$ cat config.mk
export PLATFORM = sky130hd
export DESIGN_NAME = nv_ram_rwsthp_20x4_fifo_ctrl_flat
export DESIGN_NICKNAME = d
export VERILOG_FILES = /design/src/rtl/nv_ram_rwsthp_20x4_fifo_ctrl_pkg.sv /design/src/rtl/nv_ram_rwsthp_20x4_fifo_ctrl_if.sv /design/src/rtl/nv_ram_fifo_wrap_ptr.sv /design/src/rtl/nv_ram_rwsthp_20x4_fifo_ctrl.sv /design/src/flat_wrapper.sv
export SDC_FILE = /design/constraint.sdc
export NUM_CORES = 1
export LEC_CHECK = 0
export CAP_MARGIN = 5
export CORE_MARGIN = 3
export CORE_UTILIZATION = 36
export DETAILED_ROUTE_END_ITERATION = 10
export PLACE_DENSITY = 0.88
export SYNTH_ARGS = -nofsm -noshare
export SYNTH_HDL_FRONTEND = slang
export SYNTH_SLANG_ARGS = --single-unit
$ cat constraint.sdc
create_clock -name clk -period 2.5 [get_ports clk]
set_input_delay 0.25 -clock clk [delete_from_list [all_inputs] [get_ports clk]]
set_output_delay 0.25 -clock clk [all_outputs]
set_load 0.005 [all_outputs]
$ cat src/rtl/nv_ram_rwsthp_20x4_fifo_ctrl_pkg.sv
// Shared nv_ram FIFO controller constants.
// Depth/address/payload sizes reused by sibling nv_ram_rwsthp controllers.
package nv_ram_rwsthp_20x4_fifo_ctrl_pkg;

    localparam int FIFO_DEPTH_20X4 = 20;
    localparam int FIFO_AW         = 5;
    localparam int FIFO_DW         = 4;

endpackage

$ cat src/rtl/nv_ram_rwsthp_20x4_fifo_ctrl_if.sv
// Valid/ready write and read channels of the 20x4 FIFO.
// slave: controller side; master: producer/consumer side.
interface nv_ram_rwsthp_20x4_fifo_ctrl_if;
    import nv_ram_rwsthp_20x4_fifo_ctrl_pkg::*;

    logic               wr_pvld;
    logic               wr_prdy;
    logic [FIFO_DW-1:0] wr_pd;
    logic               rd_pvld;
    logic               rd_prdy;
    logic [FIFO_DW-1:0] rd_pd;

    modport master (
        output wr_pvld,
        output wr_pd,
        input  wr_prdy,
        input  rd_pvld,
        input  rd_pd,
        output rd_prdy
    );

    modport slave (
        input  wr_pvld,
        input  wr_pd,
        output wr_prdy,
        output rd_pvld,
        output rd_pd,
        input  rd_prdy
    );

endinterface

$ cat src/rtl/nv_ram_fifo_wrap_ptr.sv
// Mod-DEPTH pointer incrementer: ptr_nxt = ptr + 1, DEPTH-1 wraps to 0.
// Ports: ptr (current pointer), ptr_nxt (incremented pointer).
module nv_ram_fifo_wrap_ptr #(
    parameter int DEPTH = 20,
    parameter int AW    = 5
) (
    input  logic [AW-1:0] ptr,
    output logic [AW-1:0] ptr_nxt
);

    localparam logic [AW-1:0] LAST = AW'(DEPTH - 1);

    assign ptr_nxt = (ptr == LAST) ? '0 : ptr + AW'(1);

endmodule

$ cat src/rtl/nv_ram_rwsthp_20x4_fifo_ctrl.sv
// Valid/ready FIFO controller driving one nv_ram_rwsthp_20x4 as a 20x4 FIFO.
// Ports: clk, rst (sync, active-high), fifo (wr/rd handshakes),
// ram_* (RAM write/read/bypass controls), ram_dout (head), pwrbus_ram_pd.
module nv_ram_rwsthp_20x4_fifo_ctrl
    import nv_ram_rwsthp_20x4_fifo_ctrl_pkg::*;
#(
    parameter int DEPTH = FIFO_DEPTH_20X4,
    parameter int AW    = FIFO_AW,
    parameter int DW    = FIFO_DW
) (
    input  logic          clk,
    input  logic          rst,
    nv_ram_rwsthp_20x4_fifo_ctrl_if.slave fifo,
    output logic [AW-1:0] ram_wa,
    output logic          ram_we,
    output logic [DW-1:0] ram_di,
    output logic [AW-1:0] ram_ra,
    output logic          ram_re,
    output logic          ram_ore,
    output logic          ram_byp_sel,
    output logic [DW-1:0] ram_dbyp,
    input  logic [DW-1:0] ram_dout,
    input  logic [31:0]   pwrbus_ram_pd
);

    localparam int              OW       = AW + 1;
    localparam logic [OW-1:0]   OCC_FULL = OW'(DEPTH);

    logic [AW-1:0] wr_ptr;
    logic [AW-1:0] rd_ptr;
    logic [AW-1:0] wr_ptr_inc;
    logic [AW-1:0] rd_ptr_inc;
    logic [OW-1:0] occ;
    logic [OW-1:0] occ_unread;
    logic          s1_vld;
    logic          s2_vld;

    logic          wr_prdy;
    logic          wr_fire;
    logic          s2_free;
    logic          byp;
    logic          pop;

    // The power bus goes straight to the RAM; nothing here uses it.
    logic          unused_pwrbus;
    assign unused_pwrbus = ^pwrbus_ram_pd;

    nv_ram_fifo_wrap_ptr #(.DEPTH(DEPTH), .AW(AW)) u_wr_ptr (
        .ptr     (wr_ptr),
        .ptr_nxt (wr_ptr_inc)
    );

    nv_ram_fifo_wrap_ptr #(.DEPTH(DEPTH), .AW(AW)) u_rd_ptr (
        .ptr     (rd_ptr),
        .ptr_nxt (rd_ptr_inc)
    );

    // occ includes the slot held by stage 1; exclude it when deciding
    // whether another address may be launched.
    assign occ_unread = occ - {{AW{1'b0}}, s1_vld};

    assign wr_prdy = (occ != OCC_FULL);
    // Reset masks every RAM strobe even while state is still settling.
    assign wr_fire = fifo.wr_pvld & wr_prdy & !rst;
    assign s2_free = !s2_vld | fifo.rd_prdy;

    // Bypass only with nothing older in the RAM or stage 1.
    assign byp     = wr_fire & (occ == '0) & !s1_vld & s2_free;

    assign ram_we      = wr_fire & !byp;
    assign ram_wa      = wr_ptr;
    assign ram_di      = fifo.wr_pd;
    assign ram_ore     = (s1_vld & s2_free & !rst) | byp;
    assign ram_byp_sel = byp;
    assign ram_dbyp    = fifo.wr_pd;
    assign ram_re      = (occ_unread != '0) & (!s1_vld | ram_ore) & !rst;
    assign ram_ra      = rd_ptr;

    // A slot is freed at the ore edge, not at re.
    assign pop = ram_ore & !byp;

    assign fifo.wr_prdy = wr_prdy;
    assign fifo.rd_pvld = s2_vld & !rst;
    assign fifo.rd_pd   = ram_dout;

    always_ff @(posedge clk) begin
        if (rst) begin
            wr_ptr <= '0;
            rd_ptr <= '0;
            occ    <= '0;
            s1_vld <= 1'b0;
            s2_vld <= 1'b0;
        end else begin
            if (ram_we) begin
                wr_ptr <= wr_ptr_inc;
            end
            if (ram_re) begin
                rd_ptr <= rd_ptr_inc;
                s1_vld <= 1'b1;
            end else if (pop) begin
                s1_vld <= 1'b0;
            end
            occ    <= occ + {{AW{1'b0}}, ram_we} - {{AW{1'b0}}, pop};
            s2_vld <= ram_ore | (s2_vld & !fifo.rd_prdy);
        end
    end

endmodule

$ cat src/flat_wrapper.sv
// flat-port wrapper written by rule: the top's interface ports become plain ports
module nv_ram_rwsthp_20x4_fifo_ctrl_flat import nv_ram_rwsthp_20x4_fifo_ctrl_pkg::*;
#(
    parameter int DEPTH = FIFO_DEPTH_20X4,
    parameter int AW    = FIFO_AW,
    parameter int DW    = FIFO_DW
)
  (clk, rst, ram_wa, ram_we, ram_di, ram_ra, ram_re, ram_ore, ram_byp_sel, ram_dbyp, ram_dout, pwrbus_ram_pd, fifo_wr_pvld, fifo_wr_pd, fifo_wr_prdy, fifo_rd_pvld, fifo_rd_pd, fifo_rd_prdy);
  nv_ram_rwsthp_20x4_fifo_ctrl_if fifo_i ();
  input  logic clk;
  input  logic rst;
  output logic [AW-1:0] ram_wa;
  output logic ram_we;
  output logic [DW-1:0] ram_di;
  output logic [AW-1:0] ram_ra;
  output logic ram_re;
  output logic ram_ore;
  output logic ram_byp_sel;
  output logic [DW-1:0] ram_dbyp;
  input  logic [DW-1:0] ram_dout;
  input  logic [31:0] pwrbus_ram_pd;
  input wire logic [$bits(fifo_i.wr_pvld)-1:0] fifo_wr_pvld;
  input wire logic [$bits(fifo_i.wr_pd)-1:0] fifo_wr_pd;
  output wire logic [$bits(fifo_i.wr_prdy)-1:0] fifo_wr_prdy;
  output wire logic [$bits(fifo_i.rd_pvld)-1:0] fifo_rd_pvld;
  output wire logic [$bits(fifo_i.rd_pd)-1:0] fifo_rd_pd;
  input wire logic [$bits(fifo_i.rd_prdy)-1:0] fifo_rd_prdy;
  assign fifo_i.wr_pvld = fifo_wr_pvld;
  assign fifo_i.wr_pd = fifo_wr_pd;
  assign fifo_wr_prdy = fifo_i.wr_prdy;
  assign fifo_rd_pvld = fifo_i.rd_pvld;
  assign fifo_rd_pd = fifo_i.rd_pd;
  assign fifo_i.rd_prdy = fifo_rd_prdy;
  nv_ram_rwsthp_20x4_fifo_ctrl #(.DEPTH(DEPTH), .AW(AW), .DW(DW)) u_core (.clk(clk), .rst(rst), .fifo(fifo_i), .ram_wa(ram_wa), .ram_we(ram_we), .ram_di(ram_di), .ram_ra(ram_ra), .ram_re(ram_re), .ram_ore(ram_ore), .ram_byp_sel(ram_byp_sel), .ram_dbyp(ram_dbyp), .ram_dout(ram_dout), .pwrbus_ram_pd(pwrbus_ram_pd));
endmodule
# Yosys cells after proc, flatten, opt, wreduce, memory -nomap -nowiden

Index checks and enable logic that the tools add are counted.
W data, S select, Z words.

$add $sub $neg: 5
Multiply operators: 0
Div/mod/pow operators: 0
Order comparisons: 0
Equal/unequal tests: 3
Shift operators: 0
Mux-type cells: 4
Bitwise logic cells: 17
Reduce and logical (&&, ||, !) cells: 8

Operators by type and width:

| cell                  | count |
|---|---|
| $and A1 B1 Y1         | 13 |
| $sub A6 B1 Y6         | 2 |
| $add A5 B1 Y5 const B | 2 |
| $eq A5 B5 Y1 const B  | 2 |
| $mux W5               | 2 |
| $add A6 B1 Y6         | 1 |
| $logic_not A6 Y1      | 1 |
| $ne A6 B5 Y1 const B  | 1 |
| $reduce_bool A6 Y1    | 1 |
| $logic_not A1 Y1      | 5 |
| $or A1 B1 Y1          | 4 |
| $mux W1               | 2 |
| $reduce_bool A2 Y1    | 1 |

Register bits: 18
Latch bits: 0
Bits in writable memories: 0
ROM bits: 0
Input bits: 44
Output and inout port bits: 28
Logic and storage cells: 42
Memories kept: 0

# Longest topological paths before layout

Gate-level depths: netlist of run 1.

Depth in word-level cells: 11
Gate-level depth with buffers: 15
Depth with buffers taken out: 15

# By module

From an unflattened synthesis of run 1, not the netlist that was laid out.

Cells, all modules: 158
Area total of the unflattened synthesis: 1391.3 µm²

Modules (own cells, without submodules):

| module                       | times used | cells each | area an instance (µm²) | seq. area each (µm²) |
|---|---|---|---|---|
| nv_ram_rwsthp_20x4_fifo_ctrl | 1          | 134        | 1208.7                 | 360.3 |
| nv_ram_fifo_wrap_ptr         | 2          | 12         | 91.3                   | 0.0 |

# Least setup slack after synthesis of run 1

Ideal clock, no wire load.

Kind: register to register
From: register u_core.occ[3]
To: register u_core.occ[4]
Setup time: 128 ps
Data arrival time: 2582 ps
Required time: 2372 ps
Slack: -210 ps
Stages on the path, launching flop included: 16
Buffers on the path: 0
Clock period less this slack: 2710 ps
Cells stage by stage: dfxtp_1 > inv_1 > ha_1 > nand4bb_1 > nand3_1 > nor2_1 > inv_1 > ha_1 > inv_1 > ha_1 > inv_1 > fa_1 > o21bai_1 > a21oi_1 > xnor2_1 > nor2_1

Cells in the longest elaborated chain, start to end: 10
Elaborated cells on any way between the ends: 13
Those cells by class: add/sub (2); eq/ne (1); bitwise (8); reduce/logical (2)

Ends and longest elaborated chain:

| item                           | RTL line                            | RTL |
|---|---|---|
| start, declared                | nv_ram_rwsthp_20x4_fifo_ctrl.sv:33  | `logic [OW-1:0] occ;` |
| start signal, assigned         | nv_ram_rwsthp_20x4_fifo_ctrl.sv:103 | `occ <= occ + {{AW{1'b0}}, ram_we} - {{AW{1'b0}}, pop};` |
| $ne A6 B5 Y1 (*)               | nv_ram_rwsthp_20x4_fifo_ctrl.sv:62  | `assign wr_prdy = (occ != OCC_FULL);` |
| named net fifo_wr_prdy         | flat_wrapper.sv:24                  | `output wire logic [$bits(fifo_i.wr_prdy)-1:0] fifo_wr_prdy;` |
| $and A1 B1 Y1 (*) (2 in a row) | nv_ram_rwsthp_20x4_fifo_ctrl.sv:64  | `assign wr_fire = fifo.wr_pvld & wr_prdy & !rst;` |
| $and A1 B1 Y1 (3 in a row)     | nv_ram_rwsthp_20x4_fifo_ctrl.sv:68  | `assign byp = wr_fire & (occ == '0) & !s1_vld & s2_free;` |
| $logic_not A1 Y1               | nv_ram_rwsthp_20x4_fifo_ctrl.sv:70  | `assign ram_we = wr_fire & !byp;` |
| $and A1 B1 Y1 (*)              | nv_ram_rwsthp_20x4_fifo_ctrl.sv:70  |  |
| named net ram_we               | flat_wrapper.sv:13                  | `output logic ram_we;` |
| $add A6 B1 Y6 (*)              | nv_ram_rwsthp_20x4_fifo_ctrl.sv:103 |  |
| $sub A6 B1 Y6 (*)              | nv_ram_rwsthp_20x4_fifo_ctrl.sv:103 |  |

The timed path passes the listed nets; every way through them passes the cells marked *.
A chain may end at the register's enable or synchronous reset.

# Worst setup path in the final report of run 1

From: register u_core.occ[5]
To: register u_core.occ[4]

Cells in the longest elaborated chain, start to end: 10
Elaborated cells on any way between the ends: 13
Those cells by class: add/sub (2); eq/ne (1); bitwise (8); reduce/logical (2)

Ends and longest elaborated chain:

| item                       | RTL line |
|---|---|
| $ne A6 B5 Y1               | nv_ram_rwsthp_20x4_fifo_ctrl.sv:62 |
| $and A1 B1 Y1 (2 in a row) | nv_ram_rwsthp_20x4_fifo_ctrl.sv:64 |
| $and A1 B1 Y1 (3 in a row) | nv_ram_rwsthp_20x4_fifo_ctrl.sv:68 |
| $logic_not A1 Y1           | nv_ram_rwsthp_20x4_fifo_ctrl.sv:70, nv_ram_rwsthp_20x4_fifo_ctrl.sv:80 |
| $and A1 B1 Y1              | nv_ram_rwsthp_20x4_fifo_ctrl.sv:70 |
| $add A6 B1 Y6              | nv_ram_rwsthp_20x4_fifo_ctrl.sv:103 |
| $sub A6 B1 Y6 (*)          | nv_ram_rwsthp_20x4_fifo_ctrl.sv:103 |

Mark *: on every way between the ends. The rest lies on a longest branch, timed or not.

==> impl_metrics.toml, run 1 <==
[status]
outcome = "complete, no violations"

[detailed_routing]
routed_wl_um = 3700
vias = 1311
drt-pass1-iter-count = 4
routedWlPerCell_um = 15.0
vias_per_cell = 5.33
remaining_drc_errors = 0
ant_nets = 0
drt_iter0_markers = 112

[global_route]
grt_usage_pct = 16.5
grt_pass1_vias = 1245
antenna_found_initial = 0
grt_pass1_wl_um = 5660
grt-ovfl-total = 0
grt_max_degree = 26

[synthesis]
synth_top_area_share_pct = 26.3
ys_seq_elements = 18
yosysMostFrequentCell = "dfxtp_1"
netlist_instances = 165
synth_area_um2 = 1370
async_reset_ff_share_pct = 0
ys_types = 41
synth_nets = 225
synth-seq-area-share_pct = 26.3
synth_warnings = 0
yosys.area.top_type = "dfxtp_1"
ys_dominant_reg_cell = "dfxtp_1"
syn_area_per_cell_um2 = 8.29
ys_top_cells_by_count = "dfxtp_1 (18), inv_1 (17), ha_1 (15)"
synth.top_cells.by_area = "dfxtp_1 (26%), ha_1 (14%), buf_4 (6.6%)"
synth_edf_count = 0

[timing]
final_max_slew_viol_count = 0
finalCritPeriodShare_pct = 98.5
rsz0062_at_grt = "yes"
hold_viol_final = 0
min_period_ns = 2.46
finalSetupViolCount = 0
max_freq_mhz = 406
finalSetupTns_ns = 0
hold_slack_ns = 0.500
slew_headroom_pct = 71.8
worst_slew_pin_slew_ns = 0.422
skew_ns = 0.00193

[cts]
root_buffer = "clkbuf_8"
cts_max_level = 1
cts_max_path_buffers = 2
clock-sinks = 18
cts.clk_slew.worst_paths_ns = 0.07
clk_latency_ns = 0.26
cts_buffers = 3
cts_tree = "done"

[setup_path]
critPathRequiredTime_ns = 2.65
cpPeakStageDelay_ns = 0.37
crit_arrival_ns = 2.61
path_cells = "inv_4 > ha_1 > nand4bb_1 > nand3_2 > nor2_4 > inv_2 > ha_4 > inv_4 > ha_4 > inv_1 > fa_2 > o21bai_1 > a21oi_2 > xnor2_1 > nor2_1"
startpoint_type = "flop"
path_class = "flop to flop"
end_kind = "flop"
crit_slowest_cell = "dfxtp_2"
worstPathMaxFanout = 3

[final_layout]
final_cells = 246
design_area_um2 = 1900
drive_gt1_share_pct = 31.0
n_antenna_cell = 0
area_growth_pct = 39.2
layout.nets = 261
final_util_pct = 54.5

[pwr]
irDropWorstVdd_v = 0.000340
p_leak_uw = 0.000770
p_per_area_nw_per_um2 = 1030

[floorplan]
fp.dieW_um = 67.6
num_io_pins = 72
die_h_um = 67.6
dieArea_um2 = 4570
start_util_pct = 39.1
core_um2 = 3490
rows = 21

[place]
dpl.hpwl_um = 2410
place_area_um2 = 1680
io_buffers = 19
gp_congestion = 0.812
dp.cells = 234

[job]
drv_cap = 0

[hold_path]
min_path_type = "input pin to primary output"
-- sequential cells by signal (all words and copies together), names as in the netlist --
register	count
u_core.ram_wa	5
u_core.occ	6
u_core.s1_vld	1
u_core.s2_vld	1
u_core.ram_ra	5
-- where the power goes --
group          internal [uW]  switching, uW  total, uW
registers                364           84.4        448
logic                    640            626       1270
clock network            140            112        252
total                   1140            823       1970
-- layout make-up --
cell class	count	area (um2)
clock buffer	4	55.1
fill	300	1590
inverter	17	71.3
multi-input combinational	115	956
sequential	18	367
tap	46	57.6
timing repair buffer	46	398
-- worst max-delay path: cells and delay by family (launching register included) --
family / cells / cell delay (ns)
buffers and inverters: 4 / 0.21
adder cells (fa/ha/maj): 4 / 0.87
flip-flops: 1 / 0.37
XOR/XNOR: 1 / 0.13
AO/OA/AOI/OAI: 2 / 0.30
AND/OR/NAND/NOR: 4 / 0.47
-- metal layers --
metal | vias up | global-route usage [%] | routed length, um
met5 | - | 0 | 0
met4 | 0 | 7.85 | 85
met3 | 11 | 3.49 | 183
met2 | 41 | 28.8 | 1950
met1 | 630 | 18.9 | 1480
li1 | 629 | - | -
-- cells by family (layout without fill, tap and decap cells) --
kind of cell / count (synthesis) / in the layout / share of synthesized area (%)
compound gates: 33 / 33 / 16.4
xor+xnor: 6 / 6 / 3.84
fa+ha+maj: 16 / 16 / 15.2
buf+inv: 32 / 67 / 12.2
flops: 18 / 18 / 26.3
mux: 4 / 4 / 3.20
simple gates: 56 / 56 / 22.9
-- stage by stage --
step	power [uW]	setup WS, ns
3_5_place_dp	1420	-0.188
2_1_floorplan	1090	0.0242
3_3_place_gp	1360	-0.108
4_1_cts	1820	-0.00574
6_report	1970	0.0383
5_1_grt	2100	-0.0848
-- worst paths after layout --
kind | startpoint | to | slack [ns] | cells past startpoint
worst max-delay path | u_core.occ[5]$_SDFF_PP0_ | u_core.occ[4]$_SDFF_PP0_ | 0.04 | 15
worst max register to register | u_core.occ[5]$_SDFF_PP0_ | u_core.occ[4]$_SDFF_PP0_ | 0.04 | 15
worst min-delay path | ram_dout[0] | fifo_rd_pd[0] | 0.50 | 0
worst min register to register | u_core.ram_wa[4]$_SDFFE_PP0P_ | u_core.ram_wa[4]$_SDFFE_PP0P_ | 0.51 | 2
-- timing repair --
item | 4_1_cts | 5_1_grt
hold endpoints to repair | 0 | 0
cloned | 0 | 0
buffers inserted | 4 | 4
pin swaps | 8 | 9
resized for setup | 21 | 10
setup endpoints to repair | 2 | 5
hold buffers | 0 | 0
-- cell usage in the layout, fill, tap and decap left out, types with 2 or more instances in the layout --
cell	count
nand2b_1	3
nor3_1	3
a21oi_1	10
o21bai_1	2
clkdlybuf4s50_1	17
dfxtp_1	13
nand4bb_1	2
ha_1	8
inv_2	3
o211ai_1	3
nand4_1	2
dfxtp_2	5
inv_1	11
buf_4	27
ha_4	5
ha_2	2
nand3b_1	2
inv_4	3
mux2_1	2
a31oi_1	2
nor2_1	13
nor2b_1	11
xnor2_1	6
dlymetal6s2s_1	2
nand2_1	8
o2111ai_1	2
o21ai_0	2
nand3_1	5
a21oi_2	2
clkbuf_8	4
Note: power is estimated with default switching activity, not from simulation.
==> inputs of run 2 (changes only) <==
Settings changed: CORE_UTILIZATION 36 to 30, PLACE_DENSITY 0.88 to 0.77, SKIP_LAST_GASP set to 1.
==> impl_metrics.toml, run 2 (synthesized netlist as in run 1, its figures left out) <==
[pwr]
p_leak_uw = 0.000752
irDropWorstVdd_v = 0.000315
finalPower_uw = 1850
p_per_area_nw_per_um2 = 984

[final_layout]
final_cells = 248
drive_gt1_share_pct = 29.8
final_cell_mix = "buf_4 (26), clkdlybuf4s50_1 (18), inv_1 (13), nor2_1 (13), dfxtp_1 (12)"
multi_input_area_um2 = 951
layout.nets = 260
regArea_um2 = 370
area_growth_pct = 37.2
n_fill_cell = 390
largest_reg_flops = 6
regMostFlops = "u_core.occ"
n_antenna_cell = 0
final_common_cell = "buf_4"

[setup_path]
path_cells = "inv_2 > ha_1 > nand4bb_4 > nand3_2 > nor2_4 > inv_1 > ha_1 > inv_1 > ha_2 > inv_1 > fa_2 > o21bai_1 > a21oi_2 > xnor2_1 > nor2_1"
crit_slowest_cell = "fa_2"
path_class = "flop to flop"
worstPathMaxFanout = 3
critical_path.most_common_cell = "inv_1"
cpPeakStageDelay_ns = 0.37
critPathRequiredTime_ns = 2.64
crit_arrival_ns = 2.63
ff2ff_path_depth = 15
startpoint_type = "flop"
end_kind = "flop"

[timing]
rsz0062_at_grt = "yes"
hold_viol_final = 0
max_freq_mhz = 401
worst_slew_pin_slew_ns = 0.416
finalSetupTns_ns = 0
min_period_ns = 2.49
skew_ns = 0.00255
slew_headroom_pct = 72.2
finalCritPeriodShare_pct = 99.7
finalSetupViolCount = 0
final_max_slew_viol_count = 0

[floorplan]
start_util_pct = 32.5
num_io_pins = 72
dieArea_um2 = 5400
rows = 23
core_um2 = 4200
fp.dieW_um = 73.5
die_h_um = 73.5

[global_route]
grt_max_degree = 26
grt_usage_pct = 11.3
grt-ovfl-total = 0
grt_pass1_vias = 1119
antenna_found_initial = 0
grt_pass1_wl_um = 4900

[cts]
cts_buffers = 3
cts_max_level = 1
clk_latency_ns = 0.26
clock-sinks = 18
cts.clk_slew.worst_paths_ns = 0.07
cts_tree = "done"
cts_max_path_buffers = 2
root_buffer = "clkbuf_8"
cts_hold_buf = 0

[job]
drv_cap = 0

[detailed_routing]
routedWlPerCell_um = 12.6
vias_per_cell = 4.98
drt_iter0_markers = 62
drt-pass1-iter-count = 4
ant_nets = 0
routed_wl_um = 3130
remaining_drc_errors = 0
vias = 1236

[status]
outcome = "complete, no violations"

[place]
dpl.hpwl_um = 2080
gp_congestion = 0.812
dp.cells = 236
io_buffers = 19

[hold_path]
min_path_type = "input pin to primary output"
holdPathStages = 0
[run 2: cell types whose count changed in the layout (fill, tap and decap cells not counted), moves of 2 or more]
cell / delta
nand4bb_4: +2
nand4bb_1: -2
inv_1: +2
ha_1: +3
ha_4: -3
inv_4: -3
[run 2: final cells by class]
class / count / share of cell area [%]
Sequential cell: 18 / 19.7
Multi-Input combinational cell: 115 / 50.7
Inverter: 17 / 3.40
Clock buffer: 3 / 2.20
Timing Repair Buffer: 45 / 20.7
Tap cell: 50 / 3.33
[run 2: repair_timing]
item / in CTS / in global routing
pin swaps: 1 / 12
setup buffers: 2 / 7
gates resized for setup: 4 / 20
setup endpoints to repair: 2 / 4
[run 2: final timing paths]
path	to	startpoint	slack (ns)
min reg2reg	u_core.ram_wa[4]$_SDFFE_PP0P_	u_core.ram_wa[4]$_SDFFE_PP0P_	0.51
min	fifo_rd_pd[0]	ram_dout[0]	0.50
max	u_core.occ[4]$_SDFF_PP0_	u_core.occ[5]$_SDFF_PP0_	0.009
max reg2reg	u_core.occ[4]$_SDFF_PP0_	u_core.occ[5]$_SDFF_PP0_	0.009
[run 2: critical path, delay by kind of cell (launching register included)]
family / cells / cell delay (ns)
AND/OR/NAND/NOR: 4 / 0.41
flip-flops: 1 / 0.34
buffers and inverters: 4 / 0.21
XOR/XNOR: 1 / 0.15
AO/OA/AOI/OAI: 2 / 0.24
adder cells (fa/ha/maj): 4 / 1.05
[run 2: per-stage QoR]
stage	utilization, %	instance area (um2)	setup slack (ns)	hold slack, ns
global route	44.7	1880	-0.160	0.500
detailed placement	39.7	1670	-0.125	0.496
floorplan	-	1390	0.0242	0.487
global placement	39.7	1670	-0.117	0.489
finish	44.7	1880	0.00860	0.500
CTS	41.4	1740	-0.00148	0.500
[run 2: power by group]
group | total (uW) | leakage (uW) | internal, uW | switching, uW
Combinational | 1200 | 0.000581 | 631 | 564
Sequential | 443 | 0.000150 | 367 | 76.3
Clock | 207 | 0.0000216 | 107 | 100
Total | 1850 | 0.000752 | 1110 | 740
[run 2: per-layer routing]
layer | track usage [%] | up-vias | part of all wire, %
li1 | - | 629 | -
met4 | 5.84 | 0 | 2.5
met1 | 15.1 | 576 | 44
met2 | 18.0 | 25 | 50
met5 | 0 | - | 0
met3 | 0.958 | 6 | 4.0
